<file path="config.mk">
export PLATFORM = sky130hd
export DESIGN_NAME = pcm_cpu_arbiter
export DESIGN_NICKNAME = d
export VERILOG_FILES = /design/src/rtl/pcm_cpu_arbiter.sv
export SDC_FILE = /design/constraint.sdc
export NUM_CORES = 1
export LEC_CHECK = 0
export BUFFER_PORTS_ARGS = -buffer_cell sky130_fd_sc_hd__buf_2
export CAP_MARGIN = 40
export CELL_PAD_IN_SITES_DETAIL_PLACEMENT = 1
export CELL_PAD_IN_SITES_GLOBAL_PLACEMENT = 2
export CORE_ASPECT_RATIO = 0.8
export CORE_MARGIN = 4
export CORE_UTILIZATION = 24
export CTS_BUF_LIST = sky130_fd_sc_hd__clkbuf_8 sky130_fd_sc_hd__clkbuf_16
export CTS_CLUSTER_SIZE = 16
export DETAILED_ROUTE_END_ITERATION = 8
export PLACE_DENSITY = 0.77
export RECOVER_POWER = 25
export SYNTH_ARGS = -nofsm -noshare
export SYNTH_HDL_FRONTEND = slang
export SYNTH_SLANG_ARGS = --single-unit
</file>
<file path="constraint.sdc">
create_clock -name clk -period 2.4 [get_ports clk]
set_clock_uncertainty 0.05 [all_clocks]
set_input_delay 0.24 -clock clk [delete_from_list [all_inputs] [get_ports clk]]
set_output_delay 0.24 -clock clk [all_outputs]
set_load 0.1 [all_outputs]
</file>
<file path="src/rtl/pcm_cpu_arbiter.sv">
// Round-robin arbiter that funnels four CPU request ports into one PCM_MM_reg
// transaction at a time, with a timeout guarding against a silent downstream.
module pcm_cpu_arbiter #(
    parameter int unsigned NCPU    = 4,
    parameter int unsigned ADDR_W  = 20,
    parameter int unsigned DATA_W  = 16,
    parameter int unsigned TIMEOUT = 1024,
    parameter logic [DATA_W-1:0] ERR_DATA = DATA_W'(16'hDEAD)
) (
    input  logic                     clk,
    input  logic                     reset,
    input  logic [NCPU-1:0]          cpu_req,
    input  logic [NCPU-1:0]          cpu_write,
    input  logic [NCPU*ADDR_W-1:0]   cpu_addr,
    input  logic [NCPU*DATA_W-1:0]   cpu_data_in,
    output logic [NCPU-1:0]          cpu_ready,
    output logic [NCPU-1:0]          cpu_err,
    output logic [NCPU*DATA_W-1:0]   cpu_data_out,
    output logic                     mm_init,
    output logic [ADDR_W-1:0]        mm_addr,
    output logic [DATA_W-1:0]        mm_data,
    output logic                     mm_write,
    input  logic                     mm_ready,
    input  logic [DATA_W-1:0]        mm_rdata,
    output logic                     busy
);

    localparam int unsigned PTR_W = $clog2(NCPU);
    localparam int unsigned CNT_W = $clog2(TIMEOUT);

    typedef enum logic [1:0] {IDLE, ISSUE, WAIT, RESP} state_t;

    state_t              state, state_n;
    logic [PTR_W-1:0]    grant, grant_n;
    logic [PTR_W-1:0]    ptr, ptr_n;
    logic [CNT_W-1:0]    cnt, cnt_n;
    logic                mm_init_n, mm_write_n, busy_n;
    logic [ADDR_W-1:0]   mm_addr_n;
    logic [DATA_W-1:0]   mm_data_n;
    logic [NCPU-1:0]     ready_n, err_n;
    logic [NCPU*DATA_W-1:0] dout_n;
    logic                found;
    logic [PTR_W-1:0]    pick, cand;

    // First requester at or above the round-robin pointer, wrapping
    always_comb begin
        found = 1'b0;
        pick  = '0;
        cand  = '0;
        for (int unsigned i = 0; i < NCPU; i++) begin
            cand = PTR_W'((32'(ptr) + i) % NCPU);
            if (!found && cpu_req[cand]) begin
                found = 1'b1;
                pick  = cand;
            end
        end
    end

    // Next-state and next-output logic
    always_comb begin
        state_n    = state;
        grant_n    = grant;
        ptr_n      = ptr;
        cnt_n      = cnt;
        mm_init_n  = 1'b0;
        mm_addr_n  = mm_addr;
        mm_data_n  = mm_data;
        mm_write_n = mm_write;
        ready_n    = '0;
        err_n      = '0;
        dout_n     = cpu_data_out;

        case (state)
            IDLE: begin
                if (found) begin
                    grant_n    = pick;
                    mm_addr_n  = cpu_addr[int'(pick)*ADDR_W +: ADDR_W];
                    mm_data_n  = cpu_data_in[int'(pick)*DATA_W +: DATA_W];
                    mm_write_n = cpu_write[pick];
                    mm_init_n  = 1'b1;
                    state_n    = ISSUE;
                end
            end
            ISSUE: begin
                cnt_n   = '0;
                state_n = WAIT;
            end
            WAIT: begin
                // A completion in the expiry cycle still counts as a success
                if (mm_ready) begin
                    dout_n[int'(grant)*DATA_W +: DATA_W] = mm_rdata;
                    ready_n[grant] = 1'b1;
                    state_n        = RESP;
                end else if (cnt == CNT_W'(TIMEOUT - 1)) begin
                    dout_n[int'(grant)*DATA_W +: DATA_W] = ERR_DATA;
                    ready_n[grant] = 1'b1;
                    err_n[grant]   = 1'b1;
                    state_n        = RESP;
                end else begin
                    cnt_n = cnt + CNT_W'(1);
                end
            end
            RESP: begin
                ptr_n   = (grant == PTR_W'(NCPU - 1)) ? '0 : grant + PTR_W'(1);
                state_n = IDLE;
            end
            default: state_n = IDLE;
        endcase

        busy_n = (state_n != IDLE);
    end

    always_ff @(posedge clk) begin
        if (reset) begin
            state        <= IDLE;
            grant        <= '0;
            ptr          <= '0;
            cnt          <= '0;
            mm_init      <= 1'b0;
            mm_addr      <= '0;
            mm_data      <= '0;
            mm_write     <= 1'b0;
            cpu_ready    <= '0;
            cpu_err      <= '0;
            cpu_data_out <= '0;
            busy         <= 1'b0;
        end else begin
            state        <= state_n;
            grant        <= grant_n;
            ptr          <= ptr_n;
            cnt          <= cnt_n;
            mm_init      <= mm_init_n;
            mm_addr      <= mm_addr_n;
            mm_data      <= mm_data_n;
            mm_write     <= mm_write_n;
            cpu_ready    <= ready_n;
            cpu_err      <= err_n;
            cpu_data_out <= dout_n;
            busy         <= busy_n;
        end
    end

endmodule
</file>
# Yosys cells after proc, flatten, opt, wreduce, memory -nomap -nowiden
# Index checks and enable logic that the tools add are counted.
totals:
  reg_bits: 127
  in_bits: 171
  out_inout_bits: 111
  wordCells: 92
classes:
  add_sub_neg: 6
  mul: 1
  order_cmp: 7
  eq_ne: 7
  shifts: 5
  mux: 35
  bitwise: 2
  n_reduce_logical: 17
op_table:
  columns: ["cell", "n"]
  rows:
  - ["64-bit bitwise mux", 2]
  - ["64-bit 2-to-1 mux", 2]
  - ["80-bit by 8-bit indexed part select with 20-bit output", 1]
  - ["16-bit by 34-bit variable shift with 64-bit output (first input constant)", 1]
  - ["16-bit by 34-bit indexed part select with 64-bit output", 1]
  - ["16-bit by 34-bit indexed part select with 64-bit output (first input constant)", 1]
  - ["64-bit by 7-bit indexed part select with 16-bit output", 1]
  - ["6-bit negator with 34-bit output", 1]
  - ["10-bit 2-to-1 mux", 2]
  - ["10-bit case mux with 2 select lines", 1]
  - ["2-bit by 3-bit < comparator with 1-bit output (second input constant)", 6]
  - ["2-bit 2-to-1 mux", 8]
  - ["1-bit 2-to-1 mux", 11]
  - ["10-bit by 1-bit adder with 10-bit output (second input constant)", 1]
  - ["1-bit binary-select mux with 2-bit select", 5]
  - ["10-bit equality test (second input constant)", 1]
  - ["4-bit 2-to-1 mux", 2]
  - ["2-bit case mux with 4 select lines", 1]
  - ["2-bit equality test (second input constant)", 3]
  - ["2-bit nonzero test", 3]
  - ["2-bit by 3-bit multiplier with 5-bit output (second input constant)", 1]
  - ["2-bit by 1-bit adder with 2-bit output (second input constant)", 2]
  - ["2-bit adder (second input constant)", 2]
  - ["1-bit logical AND", 4]
  - ["11 further kinds", 17]

# Logic depth before layout (Yosys ltp)
# Gate-level depths: netlist of the first run.
logic_depth:
  depth_word: 15
  ltp_mapped: 9
  ltp_nobuf: 7

# Worst setup path before layout of the first run
# Ideal clock, no wire load.
synth_timing:
  path_kind: "register to register"
  startpoint: "reg grant[0]"
  endpoint: "reg cpu_data_out[42]"
  setup_time_ns: 0.091
  t_arrival_ns: 2.115
  required_ns: 2.259
  path_slack_ns: 0.144
  stages_incl_launch_ff: 8
  path_buffers: 2
  period_less_slack_ns: 2.256
  path_cell_list: "dfxtp_1 -> clkbuf_1 -> inv_1 -> ha_1 -> nor3b_1 -> clkbuf_1 -> nand2_1 -> a311oi_1"
synth_between:
  elab_chain_len: 5
  elab_cells_between_ends: 8
  cone_classes: "add/sub: 1; shift: 3; mux: 4"
synth_lines:
  columns: ["element", "line", "rtl"]
  rows:
  - ["start: declaration", "34", "logic [PTR_W-1:0] grant, grant_n;"]
  - ["start signal: assignment", "129", "grant <= grant_n;"]
  - ["6-bit negator with 34-bit output (*)", "91, 95", null]
  - ["16-bit by 34-bit indexed part select with 64-bit output / 16-bit by 34-bit variable shift with 64-bit output (equally long branches)", "95, 91", null]
  - ["64-bit bitwise mux", "95", "dout_n[int'(grant)*DATA_W +: DATA_W] = ERR_DATA;"]
  - ["64-bit 2-to-1 mux", "94", "end else if (cnt == CNT_W'(TIMEOUT - 1)) begin"]
  - ["64-bit 2-to-1 mux (*)", "90", "if (mm_ready) begin"]
  - ["end signal: assignment", "138", "cpu_data_out <= dout_n;"]
  - ["end: declaration", "18", "output logic [NCPU*DATA_W-1:0] cpu_data_out,"]
# Every way passes the cells marked *; elsewhere a longest branch is shown, timed or not. The select of a mux whose other input is x is not followed.
# A chain may end at the register's enable or synchronous reset.

# Worst setup path after layout of the first run
layout_timing:
  startpoint: "reg ptr[1]"
  endpoint: "reg mm_data[9]"
layout_between:
  elab_chain_len: 13
  elab_cells_between_ends: 27
  cone_classes: "add/sub: 3; shift: 1; mux: 16; reduce/logical: 7"
layout_lines:
  columns: ["element", "line", "rtl"]
  rows:
  - ["start: declaration", "35", "logic [PTR_W-1:0] ptr, ptr_n;"]
  - ["start signal: assignment", "130", "ptr <= ptr_n;"]
  - ["parallel branches: the longest is 13 deep, another holds 2-bit by 1-bit adder with 2-bit output", null, null]
  - ["end signal: assignment", "134", "mm_data <= mm_data_n;"]
  - ["end: declaration", "21", "output logic [DATA_W-1:0] mm_data,"]
# Parallel ways; which one is timed is not known. The select of a mux whose other input is x is not followed.

==> results.md, run 1 <==
- Data arrival, critical path: ~2.4 ns
- Crit path launch type: register
- H-tree levels: 4
- Max Fanout on Critical Path: 14
- Sw power: a little over 4 mW
- Final nets: between 1000 and 1500
- TritonCTS clock tree: done
- Slew at the pin closest to its max-slew limit: ~1.2 ns
- VDD IR max: between 400 and 500 uV
- Commonest cells after routing, fill and taps aside: buf_2 (225), dfxtp_1 (127), nor2_1 (72), nand2_1 (66), clkbuf_1 (57)
- Vias in the first global route: a little over 6000
- DRT Pass-1 Iters: 4
- Int Power: around 4.6 mW
- Leak Pwr: 3.43 nW
- Critical path cell sequence: mux2i_1 -> o22ai_1 -> or2_4 -> buf_4 -> mux4_2 -> a22o_1
- Drt initial violations: 246
- Clock sinks: 127
- Vias/cell: between 4 and 5
- Final Max Tran Viols: 0
- Drt wl/cell: around 18 um
- Post-DP HPWL: 16500 um
- Post-route minimum period: around 2.1 ns
- Post-route worst setup slack: approximately 0.27 ns
- I/O Buffers: between 200 and 300
- GRT overflow: 0
- Post-synthesis xor/xnor area fraction: 0.00911
- Simple-Gate Fraction of Synth Area: 0.165
- Post-route DRC: 0
- GR Util All Layers: 0.160
- RSZ-0062 raised after global routing: no
- Core footprint: approximately 24000 sq um
- Synthesis-to-finish area growth: 38.6%
- GPL Wtd Cong: around 0.77
- Ratio of total power to cell area: approximately 1100 nW/um^2
- Setup Crit Path Kind: reg -> reg
- Worst-case clock buffer depth: 2
- Slowest stage delay, CP: just over 0.5 ns
- Final period utilization: 0.889
- Min-Delay Path Class: in -> reg
- Die area: about 27000 sq um
- Slew HR: 0.171
- Mux cell area share after synthesis: 0.150
- Die extent in x: between 150 and 200 um
- Root Buffer: clkbuf_16
- CP max stage cell: mux4_2
- # IOs: approximately 280
- Pre-CTS setup slack: between 0.15 and 0.2 ns
- Mapped Nets: 771
- Total CTS buffers: 17
- # resized after CTS: 0
- Final hold vios: 0
- Die height: approximately 150 um
- Synth Register Bits: 127
- Post-synth ARST share: 0
- Core Rows: 50
- Largest family of logic cells by synthesized area: simple AND/OR/NAND/NOR gates
- Gate Count Post-Synth: 590
- Worst-skew pair later-pin latency: ~0.42 ns
- Adder-cell share of the synthesized area: 0.0217
- Initial antenna violation count: 1
- Clock-pin slew on the worst setup and hold paths: ~0.060 ns
- Global-route wire length before repair: roughly 34000 um
- Number of synthesized flops with an enable pin: 0
- DRT Wirelength: between 20000 and 25000 um
- Total Power: approximately 8.7 mW
- Post-DRT Antenna Nets: 0
- Starting Density: 0.245
- Synth Area in Compound Gates: 0.161
- Top_reg_cell synth: dfxtp_1
- Sequential share of the synthesized area: 0.441
- Fmax: 469 MHz
- Clk pwr share: 0.285
- Setup TNS: 0 ns
- Combinational share of power: 0.419
- Warnings, synthesis: 0
- Library cells used by synthesis: between 40 and 50
- Crit. End Element: register
- Postcts setup bufs: 0
- Sequential share of power: 0.296
- Synthesized area per cell: approximately 9.8 sq um
- Sw Share: 0.466
- Commonest non-fill, non-tap cell in the layout: buf_2
- Outcome: completed
- Hold buffers post-CTS: 0
- Worst EP required: 2.66 ns
- Vias: around 5700
- Synthesized area: 5770 sq um
- Layout cell share with drive strength beyond 1: 0.345
- Finish-stage setup viols: 0
- Largest net degree at the start of global routing: between 50 and 60
- Maxcap violations: 0
## power by group through the flow
| stage | clock (mW) | sequential [mW] | combinational [mW] |
|---|---|---|---|
| 6_report | 2.48 | 2.57 | 3.64 |
| 5_1_grt | 2.66 | 2.61 | 3.85 |
| 4_1_cts | 2.56 | 2.57 | 3.72 |
| 3_5_place_dp | 0 | 2.60 | 3.72 |
| 3_3_place_gp | 0 | 2.60 | 3.69 |
| 2_1_floorplan | 0 | 4.47 | 1.03 |
## state kept, by name (all words and copies together), names as in the netlist
register,count
cpu_ready,4
ptr,2
cpu_err,4
cpu_data_out,64
state,2
cnt,10
mm_addr,20
busy,1
mm_init,1
grant,2
mm_data,16
mm_write,1
## logic make-up after synthesis
| family | Yosys count |
|---|---|
| flip-flops | 127 |
| multiplexers | 56 |
| AND/OR/NAND/NOR | 211 |
| adder cells (fa/ha/maj) | 10 |
| AO/OA/AOI/OAI | 123 |
| buffers and inverters | 57 |
| XOR/XNOR | 6 |
## cell type report
class / instances / area, sq um
Fill cell: 2875 / 15500
Multi-Input combinational cell: 406 / 2950
Sequential cell: 127 / 2540
Timing Repair Buffer: 305 / 1530
Clock buffer: 18 / 439
Tap cell: 312 / 390
Clock inverter: 14 / 120
Inverter: 8 / 30.0
Antenna cell: 1 / 2.50
## cells in the mapped netlist (2+ instances only)
| library cell | n | area (sq um) |
|---|---|---|
| xnor2_1 | 4 | 35.0 |
| nand4_1 | 6 | 37.5 |
| ha_1 | 10 | 125 |
| buf_8 | 3 | 45.0 |
| nand2b_1 | 6 | 37.5 |
| mux4_2 | 19 | 428 |
| nand3_1 | 18 | 90.1 |
| inv_1 | 8 | 30.0 |
| a311oi_1 | 33 | 289 |
| nand2_1 | 66 | 248 |
| buf_1 | 2 | 7.51 |
| a21oi_1 | 34 | 170 |
| xor2_1 | 2 | 17.5 |
| a32oi_1 | 2 | 17.5 |
| buf_12 | 2 | 40.0 |
| and3_1 | 9 | 56.3 |
| dfxtp_1 | 127 | 2540 |
| and2_1 | 8 | 50.1 |
| clkbuf_1 | 29 | 109 |
| mux4_1 | 4 | 105 |
| o221ai_1 | 14 | 123 |
| nor3_1 | 14 | 70.1 |
| nand4b_1 | 2 | 17.5 |
| a211oi_1 | 3 | 22.5 |
| a22oi_1 | 5 | 37.5 |
| mux2i_1 | 33 | 330 |
| o31ai_1 | 2 | 15.0 |
| buf_2 | 11 | 55.1 |
| nor2_1 | 73 | 274 |
| a22o_1 | 23 | 201 |
## metrics by stage
| step | std cells | util | hold slack [ns] | cell area [sq um] |
|---|---|---|---|---|
| floorplan | 590 | - | 0.338 | 5770 |
| global placement | 1158 | 0.319 | 0.391 | 7500 |
| detailed placement | 1158 | 0.319 | 0.394 | 7500 |
| CTS | 1190 | 0.343 | 0.0482 | 8060 |
| global route | 1191 | 0.340 | 0.0578 | 8000 |
| finish | 1191 | 0.340 | 0.0717 | 8000 |
## routing by layer
| metal | track usage | up-vias | wire, um |
|---|---|---|---|
| met1 | 0.204 | 2758 | 9870 |
| met2 | 0.260 | 147 | 10300 |
| met5 | 0 | - | 0 |
| met3 | 0.0495 | 29 | 1070 |
| li1 | - | 2735 | - |
| met4 | 0.0480 | 0 | 456 |
## worst paths after layout
kind / end / slack [ns] / start / cells past startpoint
max: mm_data[9] / 0.27 / ptr[1] / 6
min: cpu_data_out[49] / 0.07 / mm_rdata[1] / 3
max reg2reg: mm_data[9] / 0.27 / ptr[1] / 6
min reg2reg: cpu_data_out[38] / 0.41 / cpu_data_out[38] / 2
## worst max-delay path, delay by kind of cell, from the launching register on
kind            cells  cell delay [ns]
compound gates      2             0.39
simple gates        1             0.32
flops               1             0.44
buf+inv             1             0.21
mux                 2             0.62
Note: power is estimated with default switching activity, not from simulation.
==> run 2, diff against run 1 <==
--- a/config.mk
+++ b/config.mk
@@ -9,14 +9,14 @@
 export CAP_MARGIN = 40
 export CELL_PAD_IN_SITES_DETAIL_PLACEMENT = 1
 export CELL_PAD_IN_SITES_GLOBAL_PLACEMENT = 2
-export CORE_ASPECT_RATIO = 0.8
 export CORE_MARGIN = 4
 export CORE_UTILIZATION = 24
 export CTS_BUF_LIST = sky130_fd_sc_hd__clkbuf_8 sky130_fd_sc_hd__clkbuf_16
 export CTS_CLUSTER_SIZE = 16
 export DETAILED_ROUTE_END_ITERATION = 8
 export PLACE_DENSITY = 0.77
-export RECOVER_POWER = 25
+export RECOVER_POWER = 100
+export SKIP_CTS_REPAIR_TIMING = 1
 export SYNTH_ARGS = -nofsm -noshare
 export SYNTH_HDL_FRONTEND = slang
 export SYNTH_SLANG_ARGS = --single-unit
==> run 2 against run 1 <==
  * Sequential power hardly changed
  * Setup slack worse by 0.079 ns
  * Final cell count is 0.42% higher
  * Count of clock-buffer cells in the layout grew 1
  * Combinational power about the same
  * Maximum frequency fell by 3.6%
  * Sequential share of layout area rose by 0.080 points
  * Critical path depth stayed put
  * Wire length grew 5.0%
  * Clock power is 7% higher
  * Die area is essentially flat
  * Flip-flop and latch count stayed put
  * Largest cell class unchanged
==> results.md, run 2 (same netlist as run 1, synthesis figures left out) <==
- Slew HR: 0.157 (-0.0141)
- H-tree levels: 4 (unchanged)
- Core Rows: 56 (+12%)
- RSZ-0062 raised after global routing: no
- GR Util All Layers: 0.165 (+0.00514)
- Crit path launch: ptr[1]
- Ant. Diodes: 0 (-1)
- Drt wl/cell: 19.1 um (+4.6%)
- Starting Density: 0.245 (about the same)
- Fill cells: 2867 (-0.28%)
- Maxcap violations: 0 (unchanged)
- Finish-stage setup viols: 0 (unchanged)
- Outcome: completed
- Min-Delay Path Class: in -> reg
- Synthesis-to-finish area growth: 38.2%
- I/O Buffers: 281 (unchanged)
- Combinational share of power: 0.408 (-0.011)
- Die extent in x: 163 um (-10%)
- Commonest cells after routing, fill and taps aside: buf_2 (170), dfxtp_1 (127), clkbuf_1 (114), nor2_1 (72), nand2_1 (66)
- Die height: 163 um (+11%)
- Post-DRT Antenna Nets: 0 (unchanged)
- Sequential share of power: 0.291 (-0.005)
- Core footprint: 23500 sq um (about the same)
- Leak Pwr: 3.21 nW (-6.4%)
- Post-route minimum period: 2.21 ns (+0.0792 ns)
- R2R setup slack: 0.19 ns (-0.08 ns)
- Worst-case clock buffer depth: 2 (unchanged)
- Vias: 5706 (+0.65%)
- Int Power: 4.75 mW (+2.4%)
- Die area: 26600 sq um (about the same)
- Data arrival, critical path: 2.47 ns (+0.07 ns)
- Final period utilization: 0.922 (+0.0330)
- Clk pwr share: 0.301 (+0.016)
- Global-route wire length before repair: 34200 um (+0.67%)
- Crit path to: mm_addr[9]
- Largest Register: cpu_data_out
- Sw power: 4.10 mW (+1.2%)
- Largest registers: cpu_data_out (64), mm_addr (20), mm_data (16)
- Crit. End Element: register
- Layout cell share with drive strength beyond 1: 0.281 (-0.0646)
- Initial antenna violation count: 0 (-1)
- Worst EP required: 2.66 ns (about the same)
- Final Max Tran Viols: 0 (unchanged)
- Clock sinks: 127 (unchanged)
- Max reg flops: 64 (unchanged)
- Crit path launch type: register
- Worst hold slack: 0.0706 ns (-0.00112 ns)
- Worst-skew pair later-pin latency: 0.41 ns (about the same)
- FF-to-FF path depth: 6 (unchanged)
- Final nets: 1045 (-0.096%)
- Post-route DRC: 0 (unchanged)
- Post-DP HPWL: 17400 um (+5.0%)
- Ratio of total power to cell area: 1110 nW/um^2 (+2.1%)
- Slew at the pin closest to its max-slew limit: 1.27 ns (+0.0213 ns)
- Vias in the first global route: 5858 (-5.2%)
- Root Buffer: clkbuf_16
- Drt initial violations: 247 (+0.41%)
- Setup Crit Path Kind: reg -> reg
- GRT overflow: 0 (unchanged)
- Reg2reg start: ptr[1]
- GPL Wtd Cong: 0.737 (-4.0%)
- Final hold vios: 0 (unchanged)
- Total CTS buffers: 17 (unchanged)
- DRT Wirelength: 22800 um (+5.0%)
- DRT Pass-1 Iters: 4 (unchanged)
- Clock-pin slew on the worst setup and hold paths: 0.06 ns (about the same)
- Vias/cell: 4.77 (+0.23%)
- Max Fanout on Critical Path: 15 (+1)
- # IOs: 282 (unchanged)
- Setup TNS: 0 ns (unchanged)
- VDD IR max: 435 uV (-3.8%)
- Commonest non-fill, non-tap cell in the layout: buf_2
- Critical R2R Capture: mm_addr[9]
- TritonCTS clock tree: done
- Largest net degree at the start of global routing: 63 (+15%)
- Fmax: 452 MHz (-3.6%)
- Sw Share: 0.463 (-0.00292)
==> run 2: cell count changes in the layout (fill, tap and decap cells not counted), sizes merged <==
cell,before,now
clkbuf,75,137
buf,248,186
clkinv,5,3
inv,11,13
clkinvlp,5,3
diode,1,0
bufinv,1,2
==> run 2: per-layer routing <==
metal,global-route usage,wire length [um]
met1,0.198,9550
met2,0.279,11000
met4,0.0450,369
met3,0.0588,1910
met5,0,0
==> run 2: how the worst min path moves through the flow <==
stage / to / slack (ns) / from / depth (start not counted)
floorplan: cpu_data_out[17] / 0.34 / mm_rdata[1] / 2
global placement: cpu_data_out[54] / 0.39 / cpu_data_out[54] / 2
detailed placement: cpu_data_out[4] / 0.40 / cpu_data_out[4] / 2
CTS: mm_addr[14] / 0.05 / cpu_addr[34] / 3
global route: cpu_data_out[46] / 0.08 / mm_rdata[14] / 3
finish: mm_addr[14] / 0.07 / cpu_addr[34] / 3
==> run 2: power groups by stage <==
stage	clock (mW)	combinational [mW]	sequential, mW
finish	2.66	3.61	2.58
global route	2.81	3.80	2.62
CTS	2.73	3.75	2.57
detailed placement	0	3.74	2.62
global placement	0	3.72	2.62
floorplan	0	1.03	4.47
==> run 2: per-stage QoR <==
step | power, mW | util | setup slack, ns | area [sq um] | cells
4_1_cts | 9.06 | 0.346 | 0.180 | 8150 | 1196
5_1_grt | 9.23 | 0.339 | 0.0400 | 7980 | 1196
2_1_floorplan | 5.49 | - | 0.144 | 5770 | 590
3_5_place_dp | 6.36 | 0.320 | 0.204 | 7540 | 1164
3_3_place_gp | 6.34 | 0.320 | 0.253 | 7540 | 1164
6_report | 8.85 | 0.339 | 0.186 | 7980 | 1196
==> run 2: final cells by class <==
type / count / area, sq um / area share
clock buffers: 19 / 453 / 0.0568
inverters: 8 / 30.0 / 0.00377
well taps: 319 / 399 / 0.0500
multi-input cells: 406 / 2940 / 0.369
flip-flops and latches: 127 / 2540 / 0.319
repair buffers: 304 / 1460 / 0.183
clock inverters: 13 / 151 / 0.0190
==> run 2: critical path, stage by stage (launching register included) <==
cell and delay [ns]:
dfxtp_1 0.45, nand2_1 0.14, a21oi_1 0.19, or2_4 0.34, buf_12 0.21, mux4_2 0.51, a22o_1 0.19
==> run 3, diff against run 2 <==
--- a/config.mk
+++ b/config.mk
@@ -14,7 +14,7 @@
 export CTS_BUF_LIST = sky130_fd_sc_hd__clkbuf_8 sky130_fd_sc_hd__clkbuf_16
 export CTS_CLUSTER_SIZE = 16
 export DETAILED_ROUTE_END_ITERATION = 8
-export PLACE_DENSITY = 0.77
+export PLACE_DENSITY = 0.83
 export RECOVER_POWER = 100
 export SKIP_CTS_REPAIR_TIMING = 1
 export SYNTH_ARGS = -nofsm -noshare
==> run 3 against run 2 <==
  * Design area shrank 0.58%
  * Core utilization is 0.20 points lower
  * Power decreased by 1.5%
  * Critical path type unchanged
  * Die area unchanged
  * Maximum frequency grew 0.85%
  * Sequential power is essentially flat
  * Clock power fell by 4%
  * Global-route usage rose by 0.070 points
  * Hold slack better by 0.0062 ns
==> results.md, run 3 (same netlist as run 1, synthesis figures left out) <==
- Outcome: completed
- Largest net degree at the start of global routing: 56 (-11%)
- Routed wl met2: 10600 um (-3.1%)
- DRT Wirelength: 22500 um (-1.6%)
- Initial antenna violation count: 1 (+1)
- Core Rows: 56 (unchanged)
- VDD IR max: 498 uV (+15%)
- GR Util All Layers: 0.165 (+0.000701)
- RSZ-0062 raised after global routing: no
- Final hold vios: 0 (unchanged)
- Total placed cells including tap cells: 1161 (-0.26%)
- Commonest non-fill, non-tap cell in the layout: buf_2
- Slew HR: 0.156 (-0.00131)
- Crit path launch type: register
- CP max stage cell: clkbuf_2
- I/O Buffers: 281 (unchanged)
- Leak Pwr: 3.20 nW (-0.22%)
- TritonCTS clock tree: done
- Maxcap violations: 0 (unchanged)
- DRT Pass-1 Iters: 4 (unchanged)
- H-tree levels: 4 (unchanged)
- Die area: 26600 sq um (unchanged)
- CP top delay family: buffers and inverters
- Post-route minimum period: 2.19 ns (-0.0187 ns)
- Largest registers: cpu_data_out (64), mm_addr (20), mm_data (16)
- Setup TNS: 0 ns (unchanged)
- Synthesis-to-finish area growth: 37.4%
- Largest Register: cpu_data_out
- Worst Path Buf+Inv: 4 (+3)
- Global-route wire length before repair: 34400 um (+0.77%)
- Worst EP required: 2.62 ns (-0.04 ns)
- Vias in the first global route: 6050 (+3.3%)
- Fill cells: 2880 (+0.45%)
- Die extent in x: 163 um (unchanged)
- Vias/cell: 4.79 (+0.36%)
- Slew at the pin closest to its max-slew limit: 1.27 ns (+0.00197 ns)
- Area of placed instances: 7530 sq um (-0.13%)
- Pre-CTS setup slack: 0.258 ns (+0.0536 ns)
- Layout cell share with drive strength beyond 1: 0.273 (-0.00725)
- Final Max Tran Viols: 0 (unchanged)
- # IOs: 282 (unchanged)
- Final period utilization: 0.915 (-0.00781)
- Post-route DRC: 0 (unchanged)
- Register area: 2540 sq um (unchanged)
- Core footprint: 23500 sq um (unchanged)
- Clock sinks: 127 (unchanged)
- Drt wl/cell: 18.9 um (-1.1%)
- Finish-stage setup viols: 0 (unchanged)
- Die height: 163 um (unchanged)
- Data arrival, critical path: 2.41 ns (-0.06 ns)
- Total CTS buffers: 17 (unchanged)
- Final nets: 1042 (-0.29%)
- Ratio of total power to cell area: 1100 nW/um^2 (-0.94%)
- Met3 routed WL: 1860 um (-2.7%)
- Drt initial violations: 280 (+13%)
- Post-DP HPWL: 17200 um (-1.2%)
- Setup Crit Path Kind: reg -> reg
- Commonest cells after routing, fill and taps aside: buf_2 (170), dfxtp_1 (127), clkbuf_1 (113), nor2_1 (72), nand2_1 (66)
- GPL Wtd Cong: 0.748 (+1.5%)
- Max Used Layer: met5
- Reg2reg start: ptr[0]
- Max Fanout on Critical Path: 26 (+11)
- Post-route cell area: 7930 sq um (-0.58%)
- Post-route worst setup slack: 0.205 ns (+0.0187 ns)
- Crit path launch: ptr[0]
- Starting Density: 0.245 (unchanged)
- Ant. Diodes: 0 (unchanged)
- Clock-pin slew on the worst setup and hold paths: 0.06 ns (about the same)
- Total Power: 8.72 mW (-1.5%)
- Worst hold start: mm_rdata[13]
- Vias: 5698 (-0.14%)
- Crit. End Element: register
- Worst-case clock buffer depth: 2 (unchanged)
- Fmax: 456 MHz (+0.85%)
- Min-Delay Path Class: in -> reg
- Post-DRT Antenna Nets: 0 (unchanged)
- Max reg flops: 64 (unchanged)
- Most frequent CP cell: clkbuf_2
- Routed metal-1 wire length: 9590 um (+0.41%)
- Root Buffer: clkbuf_16
- Multi-input logic area: 2940 sq um (unchanged)
- Slowest stage delay, CP: 0.54 ns (+0.03 ns)
- GRT overflow: 0 (unchanged)
- Fin cells: 1190 (-0.50%)
- Critical path cell sequence: buf_4 -> inv_1 -> a21oi_1 -> o32a_1 -> clkbuf_2 -> nand2b_1 -> clkbuf_2 -> o221ai_1
- R2R setup slack: 0.21 ns (+0.02 ns)
- Worst-skew pair later-pin latency: 0.40 ns (about the same)
==> run 3: final timing paths <==
path                           end  depth (start not counted)
hold reg to reg    cpu_data_out[8]                          2
setup / recovery        mm_addr[7]                          8
setup reg to reg        mm_addr[7]                          8
hold / removal    cpu_data_out[13]                          3
==> run 3: per-layer routing <==
metal,vias up,track usage
li1,2719,-
met1,2718,0.205
met2,232,0.276
met3,27,0.0537
met4,2,0.0473
met5,-,0
==> run 3: where the power goes <==
part	total, mW	switching, mW	internal [mW]
Combinational	3.58	2.86	0.728
Clock	2.55	0.936	1.61
Sequential	2.59	0.182	2.40
Total	8.72	3.97	4.74
==> run 3: area by class of cell <==
cell class              instances  area share
clock buffers                  21      0.0606
inverters                       8     0.00379
multi-input cells             406       0.371
well taps                     319      0.0503
clock inverters                 8      0.0117
flip-flops and latches        127       0.321
repair buffers                301       0.182
==> run 3: worst reg2reg max path, cell delays in order (launching register included) <==
cell	delay [ns]
dfxtp_1	0.34
buf_4	0.14
inv_1	0.04
a21oi_1	0.13
o32a_1	0.18
clkbuf_2	0.54
nand2b_1	0.19
clkbuf_2	0.28
o221ai_1	0.18
==> run 3: stage by stage <==
step	utilization	hold slack, ns
after floorplan	-	0.338
after global placement	0.320	0.388
after detailed placement	0.320	0.395
after CTS	0.344	0.0505
after global routing	0.337	0.0769
final	0.337	0.0768
